<file path="src/rtl/alu_issue_stage.sv">
//------------------------------------------------------------------------------
// Module  : alu_issue_stage
// Brief   : RV32I OP/OP-IMM/LUI/AUIPC decode with a two-entry elastic issue
//           buffer that feeds the ALU request port of execute.
// Revision: 1.0 - initial release
//------------------------------------------------------------------------------
`default_nettype none

package alu_issue_pkg;
   typedef enum logic [3:0] {
      OP_ADD     = 4'd0,
      OP_SUB     = 4'd1,
      OP_XOR     = 4'd2,
      OP_OR      = 4'd3,
      OP_AND     = 4'd4,
      OP_SLL     = 4'd5,
      OP_SRL     = 4'd6,
      OP_SRA     = 4'd7,
      OP_UNKNOWN = 4'd15
   } alu_select_e;
endpackage

module alu_issue_stage
   import alu_issue_pkg::*;
#(
   parameter int XLEN           = 32,
   parameter int REG_ADDR_WIDTH = 5
) (
   input  logic                      clk_i,
   input  logic                      rst_i,
   input  logic                      flush_i,
   input  logic [31:0]               instr_i,
   input  logic [XLEN-1:0]           pc_i,
   input  logic                      instr_valid_i,
   output logic                      instr_ready_o,
   output logic [REG_ADDR_WIDTH-1:0] rs1_addr_o,
   output logic [REG_ADDR_WIDTH-1:0] rs2_addr_o,
   input  logic [XLEN-1:0]           rs1_data_i,
   input  logic [XLEN-1:0]           rs2_data_i,
   output logic [XLEN-1:0]           alu_port_a_o,
   output logic [XLEN-1:0]           alu_port_b_o,
   output alu_select_e               alu_op_sel_o,
   output logic [REG_ADDR_WIDTH-1:0] rd_addr_o,
   output logic                      rd_we_o,
   output logic                      illegal_o,
   output logic                      issue_valid_o,
   input  logic                      issue_ready_i
);

   typedef struct packed {
      logic [XLEN-1:0]           a;
      logic [XLEN-1:0]           b;
      alu_select_e               op;
      logic [REG_ADDR_WIDTH-1:0] rd;
      logic                      we;
      logic                      illegal;
   } req_t;

   localparam req_t c_req_reset = '{a: '0, b: '0, op: OP_UNKNOWN, rd: '0, we: 1'b0, illegal: 1'b0};

   typedef enum logic [1:0] {
      S_EMPTY = 2'd0,
      S_ONE   = 2'd1,
      S_TWO   = 2'd2
   } state_e;

   state_e      r_state;
   state_e      w_state_nxt;
   req_t        r_out;
   req_t        r_skid;
   req_t        w_dec;
   alu_select_e w_op;
   logic [6:0]  w_opcode;
   logic [2:0]  w_f3;
   logic        w_f7_zero;
   logic        w_f7_alt;
   logic        w_accept;
   logic        w_issue;
   logic        w_load_new;
   logic        w_load_skid;
   logic        w_skid_to_out;

   assign w_opcode  = instr_i[6:0];
   assign w_f3      = instr_i[14:12];
   assign w_f7_zero = (instr_i[31:25] == 7'b0000000);
   assign w_f7_alt  = (instr_i[31:25] == 7'b0100000);

   assign rs1_addr_o = instr_i[15 +: REG_ADDR_WIDTH];
   assign rs2_addr_o = instr_i[20 +: REG_ADDR_WIDTH];

   // Decode of the instruction currently offered by fetch.
   always_comb begin
      w_op    = OP_UNKNOWN;
      w_dec.a = '0;
      w_dec.b = '0;
      case (w_opcode)
         7'b0110011, 7'b0010011: begin
            w_dec.a = rs1_data_i;
            if (w_opcode == 7'b0110011) begin
               w_dec.b = rs2_data_i;
            end else if (w_f3 == 3'b001 || w_f3 == 3'b101) begin
               w_dec.b = XLEN'(instr_i[24:20]);
            end else begin
               w_dec.b = XLEN'($signed(instr_i[31:20]));
            end
            // Register-register ops check funct7 everywhere; OP-IMM only for shifts.
            case (w_f3)
               3'b000: w_op = (w_opcode == 7'b0010011 || w_f7_zero) ? OP_ADD :
                              w_f7_alt ? OP_SUB : OP_UNKNOWN;
               3'b001: w_op = w_f7_zero ? OP_SLL : OP_UNKNOWN;
               3'b100: w_op = (w_opcode == 7'b0010011 || w_f7_zero) ? OP_XOR : OP_UNKNOWN;
               3'b101: w_op = w_f7_zero ? OP_SRL : w_f7_alt ? OP_SRA : OP_UNKNOWN;
               3'b110: w_op = (w_opcode == 7'b0010011 || w_f7_zero) ? OP_OR : OP_UNKNOWN;
               3'b111: w_op = (w_opcode == 7'b0010011 || w_f7_zero) ? OP_AND : OP_UNKNOWN;
               default: w_op = OP_UNKNOWN;
            endcase
         end
         7'b0110111, 7'b0010111: begin
            w_op    = OP_ADD;
            w_dec.a = (w_opcode == 7'b0010111) ? pc_i : '0;
            w_dec.b = XLEN'($signed({instr_i[31:12], 12'b0}));
         end
         default: w_op = OP_UNKNOWN;
      endcase
      w_dec.op      = w_op;
      w_dec.illegal = (w_op == OP_UNKNOWN);
      w_dec.rd      = instr_i[7 +: REG_ADDR_WIDTH];
      w_dec.we      = !w_dec.illegal && (w_dec.rd != '0);
      if (w_dec.illegal) begin
         w_dec.a = '0;
         w_dec.b = '0;
      end
   end

   assign instr_ready_o = (r_state != S_TWO) && !rst_i;
   assign issue_valid_o = (r_state != S_EMPTY);
   assign w_accept      = instr_valid_i && instr_ready_o;
   assign w_issue       = issue_valid_o && issue_ready_i;

   always_comb begin
      w_state_nxt   = r_state;
      w_load_new    = 1'b0;
      w_load_skid   = 1'b0;
      w_skid_to_out = 1'b0;
      case (r_state)
         S_EMPTY: begin
            if (w_accept) begin
               w_state_nxt = S_ONE;
               w_load_new  = 1'b1;
            end
         end
         S_ONE: begin
            if (w_accept && !w_issue) begin
               w_state_nxt = S_TWO;
               w_load_skid = 1'b1;
            end else if (w_accept && w_issue) begin
               w_load_new  = 1'b1;
            end else if (w_issue) begin
               w_state_nxt = S_EMPTY;
            end
         end
         S_TWO: begin
            if (w_issue) begin
               w_state_nxt   = S_ONE;
               w_skid_to_out = 1'b1;
            end
         end
         default: w_state_nxt = S_EMPTY;
      endcase
      if (flush_i) begin
         w_state_nxt   = S_EMPTY;
         w_load_new    = 1'b0;
         w_load_skid   = 1'b0;
         w_skid_to_out = 1'b0;
      end
   end

   always_ff @(posedge clk_i) begin
      if (rst_i) begin
         r_state <= S_EMPTY;
         r_out   <= c_req_reset;
         r_skid  <= c_req_reset;
      end else begin
         r_state <= w_state_nxt;
         if (w_load_new) begin
            r_out <= w_dec;
         end else if (w_skid_to_out) begin
            r_out <= r_skid;
         end
         if (w_load_skid) begin
            r_skid <= w_dec;
         end
      end
   end

   assign alu_port_a_o = r_out.a;
   assign alu_port_b_o = r_out.b;
   assign alu_op_sel_o = r_out.op;
   assign rd_addr_o    = r_out.rd;
   assign rd_we_o      = r_out.we;
   assign illegal_o    = r_out.illegal;

endmodule

`default_nettype wire

</file>
<file path="config.mk">
export PLATFORM = sky130hd
export DESIGN_NAME = alu_issue_stage
export DESIGN_NICKNAME = d
export VERILOG_FILES = /design/src/rtl/alu_issue_stage.sv
export SDC_FILE = /design/constraint.sdc
export NUM_CORES = 1
export LEC_CHECK = 0
export CAP_MARGIN = 0
export CORE_UTILIZATION = 47
export DETAILED_ROUTE_END_ITERATION = 6
export PLACE_DENSITY = 0.81
export SLEW_MARGIN = 20
export SYNTH_ARGS = -nofsm -noshare
export SYNTH_HDL_FRONTEND = slang
export SYNTH_SLANG_ARGS = --single-unit
</file>
<file path="constraint.sdc">
create_clock -name clk_i -period 2.45 [get_ports clk_i]
set_clock_uncertainty 0.05 [all_clocks]
set_input_delay 0.49 -clock clk_i [delete_from_list [all_inputs] [get_ports clk_i]]
set_output_delay 0.49 -clock clk_i [all_outputs]
set_load 0.02 [all_outputs]
</file>
Word-level counts from Yosys, hierarchy flattened
Index checks and enable logic that the tools add are counted.
Widths: inputs -> output; s select.
{"block": "word_totals", "ff_bits": 152, "input_bits": 133, "word_cells": 86}
{"block": "op_classes", "eq_ne": 18, "n_mux": 34, "n_reduce_logical": 21}
{"operator": "$mux 75", "count": 2}
{"operator": "$pmux 64 s2", "count": 1}
{"operator": "$mux 32", "count": 3}
{"operator": "$mux 64", "count": 1}
{"operator": "$mux 4", "count": 8}
{"operator": "$pmux 4 s6", "count": 1}
{"operator": "$eq 7x6->1 const B", "count": 3}
{"operator": "$eq 7x5->1 const B", "count": 2}
{"operator": "$eq 3x3->1 const B", "count": 4}
{"operator": "$mux 1", "count": 10}
{"operator": "$mux 2", "count": 5}
{"operator": "$pmux 4 s2", "count": 1}
{"operator": "$logic_not 7->1", "count": 1}
{"operator": "$logic_and 1x1->1", "count": 6}
{"operator": "$ne 2x2->1 const B", "count": 3}
{"operator": "$ne 3x3->1 const B", "count": 2}
{"operator": "$pmux 2 s3", "count": 1}
{"operator": "$reduce_or 2->1", "count": 3}
{"operator": "$reduce_bool 5->1", "count": 1}
{"operator": "$eq 4x4->1 const B", "count": 1}
{"operator": "$reduce_and 4->1", "count": 1}
{"operator": "$reduce_bool 2->1", "count": 2}
{"operator": "$eq 3x1->1 const B", "count": 1}
{"operator": "$logic_not 1->1", "count": 3}
{"operator": "6 further kinds", "count": 7}

Depth between registers and ports, before layout
Gate-level depths: netlist of run 1.
{"block": "logic_depth", "ltp_word": 9, "ltp_mapped": 8, "mapped_depth_nobuf": 5}

Worst setup path after synthesis of run 1
No wires, ideal clock.
{"block": "synth_path", "kind": "input-to-reg", "from": "input instr_i[3]", "to": "register r_skid[16] (netlist bit)", "setup_time_ns": 0.117, "arrival_ns": 2.105, "path_slack_ns": 0.178, "stages": 6, "path_cell_list": "or4b_1 > clkbuf_2 > or3_4 > or2_1 > buf_6 > a32o_1"}
{"block": "synth_between", "elab_chain_len": 7, "elab_cells_between_ends": 17, "cone_classes": "eq/ne: 5; mux: 9; reduce/logical: 3"}
{"item": "start, declared", "line": "32", "rtl": "input logic [31:0] instr_i,"}
{"item": "$eq 7x5->1"}
{"item": "$logic_or 1x1->1"}
{"item": "$mux 4, on equally long branches"}
{"item": "$pmux 4 s6", "line": "107", "rtl": "case (w_f3)"}
{"item": "$pmux 4 s2", "line": "96", "rtl": "case (w_opcode)"}
{"item": "$eq 4x4->1", "line": "126", "rtl": "w_dec.illegal = (w_op == OP_UNKNOWN);"}
{"item": "$mux 64 (*)", "line": "129", "rtl": "if (w_dec.illegal) begin"}
{"item": "end signal, assigned", "line": "182", "rtl": "r_skid <= c_req_reset;"}
{"item": "end signal, assigned", "line": "191", "rtl": "r_skid <= w_dec;"}
{"item": "end, declared", "line": "70", "rtl": "req_t r_skid;"}
Mark *: on every way between the ends. The rest lies on a longest branch, timed or not.
A chain may end at the register's enable or synchronous reset.

Final worst setup path of run 1
{"block": "layout_path", "from": "input instr_i[0]", "to": "register r_out (netlist bit alu_port_b_o[21])"}
{"block": "layout_between", "elab_chain_len": 8, "elab_cells_between_ends": 18, "cone_classes": "eq/ne: 5; mux: 10; reduce/logical: 3"}
{"item": "$eq 7x5->1"}
{"item": "$logic_or 1x1->1"}
{"item": "$mux 4, on equally long branches"}
{"item": "$pmux 4 s6", "line": "107"}
{"item": "$pmux 4 s2", "line": "96"}
{"item": "$eq 4x4->1", "line": "126"}
{"item": "$mux 64 (*)", "line": "129"}
{"item": "$mux 75 (*)", "line": "185", "rtl": "if (w_load_new) begin"}
{"item": "end signal, assigned", "line": "181", "rtl": "r_out <= c_req_reset;"}
{"item": "end signal, assigned", "line": "186", "rtl": "r_out <= w_dec;"}
{"item": "end signal, assigned", "line": "188", "rtl": "r_out <= r_skid;"}
{"item": "end, declared", "line": "69", "rtl": "req_t r_out;"}
Marks and branches as above.

==> results of run 1 <==
layout by cell type, fill, tap and decap left out, types with 6 or more instances in the layout:
cell type          n
buf_4             42
a22o_1            19
nor2_1            20
buf_12            16
clkbuf_16         17
nor2b_1            6
clkdlybuf4s50_1  217
nand3b_1          13
a21oi_1           11
o22ai_1           65
a211o_1            6
o21ai_0          112
nand2_1          152
mux2i_1           75
a32o_1             6
a211oi_1           8
inv_1             34
dfxtp_1          152
flip-flops by register name, indices dropped and copies added, names as in the netlist:
name          flops
alu_op_sel_o      4
alu_port_a_o     32
alu_port_b_o     32
illegal_o         1
r_skid           75
r_state           2
rd_addr_o         5
rd_we_o           1
report_power, final:
group | total [mW] | leakage [nW] | switching (mW) | internal, mW
logic | 0.626 | 2.05 | 0.277 | 0.349
registers | 2.48 | 1.22 | 0.00490 | 2.48
clock network | 2.52 | 0.274 | 1.03 | 1.49
total | 5.63 | 3.55 | 1.31 | 4.32
timing repair:
action | 4_1_cts | 5_1_grt
resized for setup | 0 | 3
endpoints found under the setup margin | 0 | 18
endpoints found under the hold margin | 0 | 0
final timing paths:
| kind | start | endpoint | slack, ns | cells past startpoint |
|---|---|---|---|---|
| worst max register to register | r_state[0] | alu_port_b_o[6] | 0.66 | 6 |
| worst min-delay path | r_skid[41] | r_skid[41] | 0.40 | 2 |
| worst min register to register | r_skid[41] | r_skid[41] | 0.40 | 2 |
| worst max-delay path | instr_i[0] | alu_port_b_o[21] | 0.04 | 7 |
per-stage QoR:
| stage | area [um^2] | instances | hold slack, ns | TNS [ns] |
|---|---|---|---|---|
| final | 10200 | 1221 | 0.402 | 0 |
| after global routing | 10200 | 1221 | 0.424 | -0.00798 |
| after CTS | 10100 | 1221 | 0.405 | 0 |
| after detailed placement | 9580 | 1189 | 0.392 | -44.19 |
| after global placement | 9580 | 1189 | 0.384 | -41.48 |
| after floorplan | 6850 | 809 | 0.375 | 0 |
area by class of cell:
type / count / share of cell area, %
clock buffer: 20 / 4.30
clock inverter: 12 / 1.24
tap: 180 / 2.22
inverter: 34 / 1.26
timing repair buffer: 277 / 27.8
multi-input combinational: 546 / 33.2
sequential: 152 / 30.0
critical path, delay by kind of cell:
family	cells	cell delay, ns
AOI/OAI and AO/OA	2	0.41
and+or+nand+nor	3	1.05
buffers and inverters	2	0.70
cells by family (layout without fill, tap and decap cells):
kind of cell / Yosys count / after routing / synth area share [%]
multiplexers: 80 / 80 / 11.8
AO/OA/AOI/OAI: 249 / 249 / 22.5
buffers and inverters: 111 / 343 / 7.09
AND/OR/NAND/NOR: 217 / 217 / 14.2
flip-flops: 152 / 152 / 44.4
metal layers:
metal | vias to the layer above | GRT usage (%) | part of all wire [%]
met5 | - | 0 | 0
met4 | 0 | 12.8 | 2.6
met3 | 48 | 4.79 | 6.9
met2 | 289 | 45.2 | 47
met1 | 3202 | 37.9 | 43
li1 | 3287 | - | -
==> results_dict.tcl, run 1 <==
set metrics [dict create \
    run_status "completed" \
    worst-setup-path-type "input port to flip-flop" \
    cts_max_path_buffers 2 \
    via_per_inst 5.59 \
    synth-edff-count 0 \
    yosysTopAreaCellShare_pct 44.4 \
    p_leak_nw 3.55 \
    core_area_um2 14000 \
    fillCellCount 1054 \
    layout_min_cycle_time_ns 2.41 \
    antenna_found_initial 0 \
    syn2layout_area_growth_pct 48.3 \
    worst_slack_ns 0.0376 \
    floorplan.initialDensity_pct 48.8 \
    drv_cap 0 \
    ioPinCount 220 \
    diodes 0 \
    worstPathRequired_ns 2.70 \
    wl_per_cell_um 17.5 \
    yosys.area.top_type "dfxtp_1" \
    post_cts_buffers 0 \
    max_stage_delay_ns 0.54 \
    overflow 0 \
    dr.first_iter.drc_count 699 \
    period_share_pct 98.5 \
    synthCells 809 \
    worst_slew_pin_slew_ns 0.502 \
    ys_seq_area_share_pct 44.4 \
    portBuffers 219 \
    holdBufCountCts 0 \
    dr.pass1.iters 7 \
    grt_pass1_vias 6393 \
    avgSynthCellArea_um2 8.47 \
    cp_cell_sequence "clkdlybuf4s50_1, nand2_1, or4b_1, or3_4, o21ai_4, buf_12, o22ai_1" \
    final_hold_viol_count 0 \
    synth-async-reset-ratio_pct 0 \
    gp_congestion 0.896 \
    ys.warnings.count 0 \
    slew_headroom_pct 66.4 \
    dieWidth_um 123 \
    fin_total_pwr_mw 5.63 \
    ant_nets 0 \
    vias 6826 \
    root_buffer "clkbuf_16" \
    max-vdd-ir-drop_mv 0.425 \
    grt_max_degree 46 \
    cts_tree "yes" \
    htree_levels 4 \
    worst_setup_path_start_kind "input port" \
    fp.dieH_um 123 \
    clkTransAtPathRegs_ns 0.06 \
    post-dp-hpwl_mm 14.6 \
    slowest_stage "or4b_1" \
    dieArea_um2 15100 \
    clock.fmax_mhz 415 \
    syn_area_um2 6850 \
    clock-sinks 152 \
    rows 43 \
    synth.distinct_cells 49 \
    grt_pass1_wl_mm 32.9 \
    grt_use_total_pct 28.5 \
    worst_setup_path_end_kind "flip-flop" \
    setup-violations-final 0 \
    drc 0 \
    cts_buffers 17 \
    fin_nets 1161 \
    hold_class "flip-flop to flip-flop" \
    finalMaxSlewViolations 0 \
    drt_wl_total_mm 21.3 \
    regArea_um2 3040 \
    p_per_area_nw_per_um2 554 \
    cp.arrival_ns 2.66 \
    multiInputGateArea_um2 3370 \
    cp_max_fo 25 \
    synth-main-ff-cell "dfxtp_1" \
    clk_latency_ns 0.42 \
    place_ws_ns -0.381 \
    synth.net_count 942 \
    ys_ff_latch 152 \
    synth_common_cells "152 x dfxtp_1, 152 x nand2_1, 112 x o21ai_0" \
    synth_area_leaders "dfxtp_1 44%, mux2i_1 11%, nand2_1 8.3%, o21ai_0 8.2%, o22ai_1 6.0%" \
    utilization_pct 72.3 \
    drive_above_1_share_pct 10.5 \
]
Power figures use the tool's default switching activity.
==> run 2: changes to the inputs <==
--- a/config.mk
+++ b/config.mk
@@ -8,6 +8,7 @@
 export CAP_MARGIN = 0
 export CORE_UTILIZATION = 47
 export DETAILED_ROUTE_END_ITERATION = 6
+export MAX_ROUTING_LAYER = met4
 export PLACE_DENSITY = 0.81
 export SLEW_MARGIN = 20
 export SYNTH_ARGS = -nofsm -noshare
==> run 2 against run 1 <==
Against the previous run: first-iteration DRC count is 2.9% higher; combinational power hardly changed; design area stayed put; core utilization stayed put; sequential power hardly changed; die area stayed put; worst hold slack hardly changed; cell count stayed put; wire length hardly changed; critical endpoint unchanged; largest cell class unchanged.
==> results_dict.tcl, run 2 (synthesis gave the netlist of run 1 again) <==
set metrics [dict create \
    max-vdd-ir-drop_mv 0.425 \
    met3WireLength_mm 1.15 \
    drv_cap 0 \
    final_cell_area_um2 10200 \
    r2r_slack_ns 0.65 \
    dr_wl_met2_mm 9.99 \
    syn2layout_area_growth_pct 48.3 \
    fp.dieH_um 123 \
    grt_pass1_wl_mm 33.0 \
    cp.arrival_ns 2.66 \
    max_stage_delay_ns 0.54 \
    cp_cell_sequence "clkdlybuf4s50_1, nand2_1, or4b_1, or3_4, o21ai_4, buf_12, o22ai_1" \
    grt_pass1_vias 6397 \
    post-dp-hpwl_mm 14.6 \
    hp-start "r_skid[51]" \
    rows 43 \
    p_leak_nw 3.55 \
    vias 6811 \
    utilization_pct 72.3 \
    holdPathStages 2 \
    crit-reg2reg-capture "alu_port_b_o[6]" \
    place_ws_ns -0.381 \
    setup_tns_ns 0 \
    dieWidth_um 123 \
    final_common_cell "clkdlybuf4s50_1" \
    drt_wl_total_mm 21.3 \
    worstPathRequired_ns 2.69 \
    drc 0 \
    via_per_inst 5.58 \
    worst_slack_ns 0.0344 \
    hold_class "flip-flop to flip-flop" \
    dr.pass1.iters 4 \
    period_share_pct 98.6 \
    cp_max_fo 25 \
    top_layer_used "met4" \
    htree_levels 4 \
    clk_latency_ns 0.42 \
    slowest_stage "or4b_1" \
    layout_min_cycle_time_ns 2.42 \
    grt_max_degree 46 \
    fin_nets 1161 \
    dr.first_iter.drc_count 719 \
    clkTransAtPathRegs_ns 0.06 \
    worst_slew_pin_slew_ns 0.508 \
    r2r-start "r_state[0]" \
    regMostFlops "r_skid" \
    hold-worst-slack_ns 0.402 \
    ioPinCount 220 \
    finalMaxSlewViolations 0 \
    worst_setup_path_end_kind "flip-flop" \
    overflow 0 \
    largest_register_ffs 75 \
    worst_setup_path_start_kind "input port" \
    root_buffer "clkbuf_16" \
    drive_above_1_share_pct 10.5 \
    grt_use_total_pct 29.3 \
    cts_buffers 17 \
    dieArea_um2 15100 \
    clock.fmax_mhz 414 \
    floorplan.initialDensity_pct 48.8 \
    placedCellCount 1189 \
    placed_cell_area_um2 9580 \
    drt-met1-wl_mm 9.58 \
    slew_headroom_pct 66.0 \
    gp_congestion 0.911 \
    worst-setup-path-type "input port to flip-flop" \
    wl_per_cell_um 17.4 \
    run_status "completed" \
    ant_nets 0 \
    core_area_um2 14000 \
    setup-violations-final 0 \
    antenna_found_initial 0 \
    holdPathEnd "r_skid[51]" \
    p_per_area_nw_per_um2 555 \
    final_hold_viol_count 0 \
    mostFrequentLayoutCells "217 x clkdlybuf4s50_1, 152 x nand2_1, 152 x dfxtp_1" \
    holdBufCountCts 0 \
    clock-sinks 152 \
    cts_max_path_buffers 2 \
    portBuffers 219 \
    ff2ff_path_depth 6 \
    diodes 0 \
    fin_total_pwr_mw 5.63 \
    final_cells 1221 \
    cts_tree "yes" \
]
-- run 2: cell counts in the layout (fill, tap and decap cells not counted) --
No cell type changed its count.
-- run 2: worst max path at each step --
stage                start          endpoint  slack, ns
3_3_place_gp    instr_i[0]        r_skid[16]      -0.36
6_report        instr_i[0]  alu_port_b_o[21]       0.03
4_1_cts              rst_i     instr_ready_o       0.01
5_1_grt        instr_i[25]        r_skid[46]     -0.007
2_1_floorplan   instr_i[3]        r_skid[16]       0.18
3_5_place_dp    instr_i[0]        r_skid[19]      -0.38
-- run 2: final cells by class --
cell class / instances / area [um^2]
fill: 1054 / 3880
multi-input combinational: 546 / 3370
sequential: 152 / 3040
timing repair buffer: 277 / 2830
clock buffer: 20 / 437
tap: 180 / 225
inverter: 34 / 128
clock inverter: 12 / 126
-- run 2: metal layers --
metal  vias up  GRT usage (%)
met1      3221           38.0
li1       3292              -
met5         -              -
met3        47           4.65
met4         0           12.8
met2       251           45.2
-- run 2: repair_timing --
action,4_1_cts,5_1_grt
resized for setup,0,3
endpoints found under the setup margin,0,19
buffers inserted,0,0
-- run 2: worst max-delay path, delay by kind of cell --
family | cells | cell delay [ns]
compound gates | 2 | 0.41
buf+inv | 2 | 0.69
simple gates | 3 | 1.05
-- run 2: where the power goes --
| part | switching, mW | internal (mW) |
|---|---|---|
| clock | 1.03 | 1.49 |
| combinational | 0.277 | 0.349 |
| sequential | 0.00489 | 2.48 |
| total | 1.31 | 4.32 |
==> run 3: changes to the inputs <==
--- a/config.mk
+++ b/config.mk
@@ -5,6 +5,7 @@
 export SDC_FILE = /design/constraint.sdc
 export NUM_CORES = 1
 export LEC_CHECK = 0
+export ABC_CLOCK_PERIOD_IN_PS = 2450
 export CAP_MARGIN = 0
 export CORE_UTILIZATION = 47
 export DETAILED_ROUTE_END_ITERATION = 6
==> results of run 3 <==
The final DEF is identical to that of run 2; final timing and power are the same.
